## src/rtl/connect4_move_sequencer.sv

```systemverilog
// rtl/connect4_move_sequencer.sv - one-move sequencer: landing row, board write, win-check handshake, status/turn
// Optional MOVE_TIMEOUT_EN: pass the turn after TIMEOUT_CYCLES idle cycles waiting for a move.
module connect4_move_sequencer #(
  parameter int ROWS           = 6,
  parameter int COLS           = 7,
  parameter int TIMEOUT_CYCLES = 50_000_000
) (
  input  logic       clk,
  input  logic       reset,
  input  logic [1:0] fsm_state,
  input  logic       move_valid,
  input  logic [2:0] move_col,
  output logic       move_ready,
  output logic       move_reject,
  output logic       wr_en,
  output logic [2:0] wr_row,
  output logic [2:0] wr_col,
  output logic       wr_player,
  output logic       chk_start,
  output logic [2:0] chk_row,
  output logic [2:0] chk_col,
  input  logic       chk_done,
  input  logic       chk_win,
  output logic [1:0] game_status,
  output logic       player_turn
);

  localparam logic [2:0] S_IDLE   = 3'd0;
  localparam logic [2:0] S_WAIT   = 3'd1;
  localparam logic [2:0] S_WRITE  = 3'd2;
  localparam logic [2:0] S_CHECK  = 3'd3;
  localparam logic [2:0] S_REPORT = 3'd4;
  localparam logic [2:0] S_DONE   = 3'd5;

  localparam logic [6:0] CELLS  = 7'(ROWS * COLS);
  localparam logic [2:0] ROWS_L = 3'(ROWS);
  localparam logic [2:0] COLS_L = 3'(COLS);

  logic [2:0] state;
  logic [2:0] height [COLS];
  logic [6:0] move_cnt;
  logic [2:0] cur_row;
  logic [2:0] cur_col;
  logic       win_q;
  logic [2:0] sel_height;
  logic       turn_ok;
  logic       handshake;
  logic       col_bad;
  logic       timeout_hit;

  always_comb begin
    sel_height = '0;
    for (int i = 0; i < COLS; i++) begin
      if (move_col == 3'(i)) sel_height = height[i];
    end
  end

  // The game FSM state must agree with whose turn we think it is.
  assign turn_ok    = player_turn ? (fsm_state == 2'b10) : (fsm_state == 2'b01);
  assign move_ready = (state == S_WAIT) && turn_ok;
  assign handshake  = move_valid && move_ready;
  assign col_bad    = (move_col >= COLS_L) || (sel_height == ROWS_L);

  // Row/col registers double as write address and held check coordinates.
  assign wr_row  = cur_row;
  assign wr_col  = cur_col;
  assign chk_row = cur_row;
  assign chk_col = cur_col;

`ifdef MOVE_TIMEOUT_EN
  localparam logic [25:0] IDLE_LAST = 26'(TIMEOUT_CYCLES - 1);
  logic [25:0] idle_cnt;

  assign timeout_hit = (state == S_WAIT) && !handshake && (idle_cnt == IDLE_LAST);

  always_ff @(posedge clk) begin
    if (reset || state != S_WAIT || handshake || timeout_hit) idle_cnt <= '0;
    else                                                      idle_cnt <= idle_cnt + 26'd1;
  end
`else
  assign timeout_hit = 1'b0;
`endif

  always_ff @(posedge clk) begin
    if (reset) begin
      state       <= S_IDLE;
      move_cnt    <= '0;
      cur_row     <= '0;
      cur_col     <= '0;
      win_q       <= 1'b0;
      wr_en       <= 1'b0;
      wr_player   <= 1'b0;
      chk_start   <= 1'b0;
      move_reject <= 1'b0;
      game_status <= 2'b00;
      player_turn <= 1'b0;
      for (int i = 0; i < COLS; i++) height[i] <= '0;
    end else begin
      wr_en       <= 1'b0;
      chk_start   <= 1'b0;
      move_reject <= 1'b0;
      case (state)
        S_IDLE: begin
          if (fsm_state == 2'b01 || fsm_state == 2'b10) state <= S_WAIT;
        end
        S_WAIT: begin
          if (handshake) begin
            if (col_bad) begin
              move_reject <= 1'b1;
            end else begin
              cur_col   <= move_col;
              cur_row   <= sel_height;
              wr_en     <= 1'b1;
              wr_player <= player_turn;
              state     <= S_WRITE;
            end
          end else if (timeout_hit) begin
            player_turn <= ~player_turn;
            game_status <= 2'b00;
          end
        end
        S_WRITE: begin
          for (int i = 0; i < COLS; i++) begin
            if (cur_col == 3'(i)) height[i] <= height[i] + 3'd1;
          end
          if (move_cnt != CELLS) move_cnt <= move_cnt + 7'd1;
          chk_start <= 1'b1;
          state     <= S_CHECK;
        end
        S_CHECK: begin
          if (chk_done) begin
            win_q <= chk_win;
            state <= S_REPORT;
          end
        end
        S_REPORT: begin
          // A win takes priority over a full board.
          if (win_q) begin
            game_status <= player_turn ? 2'b10 : 2'b01;
            state       <= S_DONE;
          end else if (move_cnt == CELLS) begin
            game_status <= 2'b11;
            state       <= S_DONE;
          end else begin
            game_status <= 2'b00;
            player_turn <= ~player_turn;
            state       <= S_WAIT;
          end
        end
        S_DONE: begin
          state <= S_DONE;
        end
        default: state <= S_IDLE;
      endcase
    end
  end

endmodule
```

## config.mk

```make
export PLATFORM = sky130hd
export DESIGN_NAME = connect4_move_sequencer
export DESIGN_NICKNAME = d
export VERILOG_FILES = /design/src/rtl/connect4_move_sequencer.sv
export SDC_FILE = /design/constraint.sdc
export NUM_CORES = 1
export LEC_CHECK = 0
export CAP_MARGIN = 10
export CORE_AREA = 2 2 68 70
export DETAILED_ROUTE_END_ITERATION = 6
export DIE_AREA = 0 0 70 72
export PLACE_DENSITY = 0.8
export SYNTH_ARGS = -nofsm -noshare
export SYNTH_HDL_FRONTEND = slang
export SYNTH_SLANG_ARGS = --single-unit
```

## constraint.sdc

```tcl
create_clock -name clk -period 5.15 [get_ports clk]
set_input_delay 0.7725 -clock clk [delete_from_list [all_inputs] [get_ports clk]]
set_output_delay 0.7725 -clock clk [all_outputs]
set_load 0.1 [all_outputs]
```

==> reports/qor.txt, run 1 <==
share of layout cells above drive strength 1 = 5.88%
Die Area = 0.00504 sq mm
R2R depth = 3
drt wl/cell = 14.9 um
n_diodes = 0
postcts setup bufs = 0
Worst-path clk slew = 0.07 ns
Synth Area in Compound Gates = 11.1%
synth warn = 0
ANT nets after route = 0
number of filler cells placed in the layout = 352
number of synthesized register bits = 45
critical path's top delay family = buffers and inverters
Post-Syn Area = 0.00241 sq mm
clk_lat worst skew = 0.30 ns
TritonCTS clock tree = done
most frequent cells in the layout = nor2_1, clkdlybuf4s50_1, dfxtp_1
CTS Buf Count = 5
syn nets = 255
fin crit share = 70.5%
Final Max Tran Viols = 0
Max Buffers Root-to-Sink = 2
number of global-route vias before repair = 1694
register area = 0.00111 sq mm
Slew HR = 28.1%
hpwl dp = 3290 um
DRT Pass-1 Iters = 4
hold_buf cts = 0
global-route wire length before repair = 7840 um
Worst path depth = 5
Die X = 70 um
commonest non-fill, non-tap cell in the layout = nor2_1
worst setup path endpoint = move_ready
Max-cap violations = 0
HP Class = reg2reg
sequential fraction of the synthesis area = 46.2%
WP data required = 4.38 ns
largest net degree at the start of global routing = 44
Tot Pwr = 744 uW
max frequency = 0.275 GHz
Crit. Startpoint = fsm_state[1]
RSZ-0062 raised after global routing = false
worst reg-to-reg setup slack = 2.99 ns
worst stage delay on the critical path = 1.18 ns
PostCTS Resize Cnt = 0
port bufs = 29
gr ovfl total = 0
via-per-instance ratio = 5.69
H-tree level count = 2
Multi-input gate area = 0.00114 sq mm
Pwr Density = 272 mW/mm^2
reg2reg start = state[1]
Post-Synth Simple-Gate Area = 20.2%
Startpoint Class = primary input
Synth-to-Final Area Change = 13.8%
mux cell area share after synthesis = 5.67%
vias post-DR = 1747
# rows = 24
RR Endpoint = height[3][2]
CP Cell Sequence = clkdlybuf4s50_1 > ha_1 > mux2i_1 > nor2_1 > clkdlybuf4s50_1
Final Wtd Congestion = 0.773
Least-Margin Pin Slew = 1.07 ns
crit-path most repeated cell = clkdlybuf4s50_1
Max VDD drop = 0.000183 V
DRT Wirelength = 4590 um
CP max FO = 4
Slowest-stage cell, CP = clkdlybuf4s50_1
final net count = 275
Root Buffer = clkbuf_8
Die Height = 72 um
CTS Sinks = 45
status = finished clean
type of the worst setup path = in2out
setup_tns = 0 ns
initial antenna violation count = 0
total track usage = 19.5%
endpoints failing hold = 0
Post-Synth XOR/XNOR Area = 4.73%
Avg Inst Size Synth = 10.3 sq um
Clock Skews = 0.0141 ns
Adder-Cell Fraction of Synth Area = 5.72%
setup violators final = 0
largest family of logic cells by synthesized area = simple AND/OR/NAND/NOR gates
Final Critical Period = 3.63 ns
DRC viols = 0
Leak = 1.02 nW
Cells after Synth = 234
io pins = 30
Worst EP arrival = 2.86 ns
Yosys cell types = 50
initial core utilization = 56.4%
CP bufs+invs = 2
Core Area = 0.00426 sq mm
Initial DRC Count = 130
CP Capture Type = output port
==> cells by family after synthesis <==
group	Yosys count
compound gates	35
simple gates	94
flops	45
mux	10
fa+ha+maj	11
xor+xnor	13
buf+inv	26
==> worst min-delay path, stage by stage (launching register included) <==
cell and delay (ns):
dfxtp_1 0.32, inv_1 0.05, a221oi_1 0.06
==> stage by stage <==
| step | cell area (sq um) | setup WS, ns | hold slack, ns | cells | util, % |
|---|---|---|---|---|---|
| final | 2740 | 1.52 | 0.492 | 307 | 64.2 |
| after global routing | 2740 | 1.47 | 0.515 | 307 | 64.2 |
| after CTS | 2740 | 1.52 | 0.494 | 307 | 64.2 |
| after detailed placement | 2650 | 1.53 | 0.480 | 299 | 62.1 |
| after global placement | 2650 | 1.57 | 0.474 | 299 | 62.1 |
| after floorplan | 2410 | 1.37 | 0.467 | 234 | - |
==> final cells by class <==
type / instances / area share, %
multi-input cells: 163 / 41.7
flip-flops and latches: 45 / 40.6
well taps: 52 / 2.38
inverters: 9 / 1.23
clock buffers: 8 / 3.29
repair buffers: 30 / 10.9
==> per-layer routing <==
layer / global-route usage [%] / routed length [um] / up-vias
met5: 0 / 0 / -
met4: 3.63 / 12 / 0
met3: 4.72 / 232 / 2
met2: 32.4 / 2170 / 40
met1: 26.5 / 2170 / 837
li1: - / - / 868
==> how the worst min path moves through the flow <==
stage	from	end	slack [ns]	depth (start not counted)
final	chk_row[2]	chk_row[2]	0.49	2
after global routing	chk_row[2]	chk_row[2]	0.51	2
after global placement	chk_row[2]	chk_row[2]	0.47	2
after detailed placement	chk_row[2]	chk_row[2]	0.48	2
after CTS	chk_row[2]	chk_row[2]	0.49	2
after floorplan	move_cnt[5]	move_cnt[5]	0.47	2
==> sequential cells by signal, indices dropped and copies added (netlist names), 2 cells and up <==
register,cells
state,3
game_status,2
move_cnt,7
chk_col,3
chk_row,3
height,21
==> synthesized netlist by cell type (all sizes together) <==
cell	count	area share (%)
nand3	4	0.83
o31ai	1	0.31
ha	11	5.7
and2	2	0.62
nor4	2	0.52
o21bai	1	0.31
xnor2	8	2.9
buf	10	3.5
a211oi	3	0.94
o31a	1	0.36
mux2i	5	2.1
a221oi	1	0.36
a21bo	1	0.68
nor2b	5	1.6
nor3b	2	0.62
or3	2	0.52
nor2	30	4.7
nand4bb	1	0.47
nand4	4	1.0
mux2	3	1.6
nand2	16	2.5
nand3b	2	0.62
xor2	5	1.8
inv	9	1.4
nand2b	7	1.8
mux4	2	2.0
a32o	1	0.42
nand4b	3	1.1
clkbuf	7	1.5
o22ai	2	0.52
o211ai	1	0.31
a2111oi	1	1.1
a21oi	6	1.2
o211a	1	0.42
a311oi	2	0.73
a21o	4	1.2
a41o	1	0.42
dfxtp	24	20
and3	7	1.8
nor3	7	1.5
edfxtp	21	26
o21ai	8	1.7
==> power by group <==
part           switching [mW]  leakage [nW]  internal [mW]
logic                  0.0706         0.559         0.0436
registers              0.0173         0.411          0.389
clock network           0.114        0.0455          0.110
Note: power is estimated with default switching activity, not from simulation.
==> run 2: changes to the inputs <==
--- a/config.mk
+++ b/config.mk
@@ -6,10 +6,10 @@
 export NUM_CORES = 1
 export LEC_CHECK = 0
 export CAP_MARGIN = 10
-export CORE_AREA = 2 2 68 70
+export CORE_AREA = 2 2 70 72
 export DETAILED_ROUTE_END_ITERATION = 6
-export DIE_AREA = 0 0 70 72
-export PLACE_DENSITY = 0.8
+export DIE_AREA = 0 0 72 74
+export PLACE_DENSITY = 0.76
 export SYNTH_ARGS = -nofsm -noshare
 export SYNTH_HDL_FRONTEND = slang
 export SYNTH_SLANG_ARGS = --single-unit
==> constraint.sdc (replaced) <==
create_clock -name clk -period 3.6 [get_ports clk]
set_input_delay 0.54 -clock clk [delete_from_list [all_inputs] [get_ports clk]]
set_output_delay 0.54 -clock clk [all_outputs]
set_load 0.1 [all_outputs]
==> run 2 against run 1 <==
  * Via count did not move
  * Hold slack got worse by 0.0018 ns
  * Clock skew fell by 0.0055 ns
  * Register-to-register slack got worse by 1.5 ns
  * Largest cell class unchanged
==> reports/qor.txt, run 2 (synthesis gave the netlist of run 1 again) <==
status = finished clean
initial core utilization = 52.3%
critical path's top delay family = multiplexers
setup_tns = 0 ns
clk_lat worst skew = 0.29 ns
switching share of power = 28.6%
hpwl dp = 3330 um
Startpoint Class = primary input
Root Buffer = clkbuf_8
Multi-input gate area = 0.00114 sq mm
Leak = 1.02 nW
number of filler cells placed in the layout = 388
Initial DRC Count = 101
Least-Margin Pin Slew = 0.977 ns
WL met3 = 221 um
Largest register FFs = 21
worst stage delay on the critical path = 0.69 ns
worst reg-to-reg setup slack = 1.47 ns
total track usage = 18.3%
via-per-instance ratio = 5.64
initial antenna violation count = 0
Die Area = 0.00533 sq mm
Clock Skews = 0.00859 ns
fin area = 0.00275 sq mm
PostCTS Resize Cnt = 0
fin crit share = 75.9%
Core Area = 0.00460 sq mm
Worst EP arrival = 2.93 ns
Slew HR = 34.7%
HP Class = reg2reg
io pins = 30
Combinational Power Share = 15.4%
Pwr Density = 387 mW/mm^2
Internal Pwr Total = 760 uW
endpoints failing hold = 0
Slowest-stage cell, CP = clkdlybuf4s50_1
DRC viols = 0
Clock Power Share = 30.1%
setup violators final = 0
# rows = 25
type of the worst setup path = in2reg
register area = 0.00111 sq mm
number of global-route vias before repair = 1623
Hold Path Depth = 2
Max-cap violations = 0
CP Capture Type = register
final net count = 276
CTS Sinks = 45
CTS Buf Count = 5
Final Wtd Congestion = 0.772
commonest non-fill, non-tap cell in the layout = nor2_1
most frequent cells in the layout = nor2_1, clkdlybuf4s50_1, dfxtp_1
DRT Wirelength = 4490 um
Reg power frac = 54.5%
DRT Pass-1 Iters = 4
R2R depth = 6
max frequency = 0.366 GHz
share of layout cells above drive strength 1 = 7.81%
Max Buffers Root-to-Sink = 2
Max VDD drop = 0.000304 V
Final Critical Period = 2.73 ns
vias post-DR = 1747
drt wl/cell = 14.5 um
NetSw = 305 uW
routed wl met2 = 2160 um
RSZ-0062 raised after global routing = false
gr ovfl total = 0
hold_buf cts = 0
ANT nets after route = 0
CP Cell Sequence = clkdlybuf4s50_1 > mux4_1 > nor2b_4 > a32o_1 > a21bo_4 > and2_4 > mux2_4
Die X = 72 um
Inst Count DP = 302
biggest regs = height x21, move_cnt x7
n_diodes = 0
H-tree level count = 2
postcts setup bufs = 0
TritonCTS clock tree = done
CP bufs+invs = 1
met1 wire length = 2070 um
Final Max Tran Viols = 0
WP data required = 3.79 ns
CP max FO = 11
global-route wire length before repair = 7540 um
largest net degree at the start of global routing = 25
DR top layer = met4
Most flops, register = height
port bufs = 29
Die Height = 74 um
Worst-path clk slew = 0.09 ns
Synth-to-Final Area Change = 14.4%
fin cells = 310
Worst path depth = 7
Placed Area = 0.00266 sq mm
[run 2: worst min-delay path: stages (launching register included)]
cell and delay, ns:
dfxtp_1 0.33, inv_1 0.05, a221oi_1 0.06
[run 2: metrics by stage]
stage / hold WS [ns] / power (mW) / setup slack [ns] / utilization, %
4_1_cts: 0.495 / 1.08 / 0.875 / 59.9
2_1_floorplan: 0.467 / 0.718 / 0.327 / -
6_report: 0.490 / 1.07 / 0.867 / 59.9
5_1_grt: 0.526 / 1.12 / 0.753 / 59.9
3_3_place_gp: 0.472 / 0.753 / 0.575 / 57.8
3_5_place_dp: 0.478 / 0.755 / 0.543 / 57.8
[run 2: cell type report]
class | count | share of cell area, %
flip-flops and latches | 45 | 40.4
clock inverters | 3 | 0.909
multi-input cells | 163 | 41.5
repair buffers | 31 | 11.0
inverters | 9 | 1.23
clock buffers | 5 | 2.50
well taps | 54 | 2.45
[run 2: power groups by stage]
stage          Sequential [mW]  Combinational [mW]  Clock, mW
4_1_cts                  0.580               0.165      0.336
3_5_place_dp             0.592               0.164          0
6_report                 0.581               0.164      0.320
3_3_place_gp             0.592               0.162          0
2_1_floorplan            0.602               0.116          0
5_1_grt                  0.584               0.180      0.352
[run 2: worst paths after layout]
kind | start | end
worst max-delay path | move_col[0] | chk_col[1]
worst min-delay path | chk_row[2] | chk_row[2]
worst max register to register | height[1][2] | chk_col[1]
worst min register to register | chk_row[2] | chk_row[2]
[run 2: routing by layer]
layer | vias up | global-route usage [%]
li1 | 867 | -
met1 | 822 | 24.6
met2 | 54 | 30.3
met3 | 4 | 3.39
met4 | 0 | 5.66
met5 | - | 0
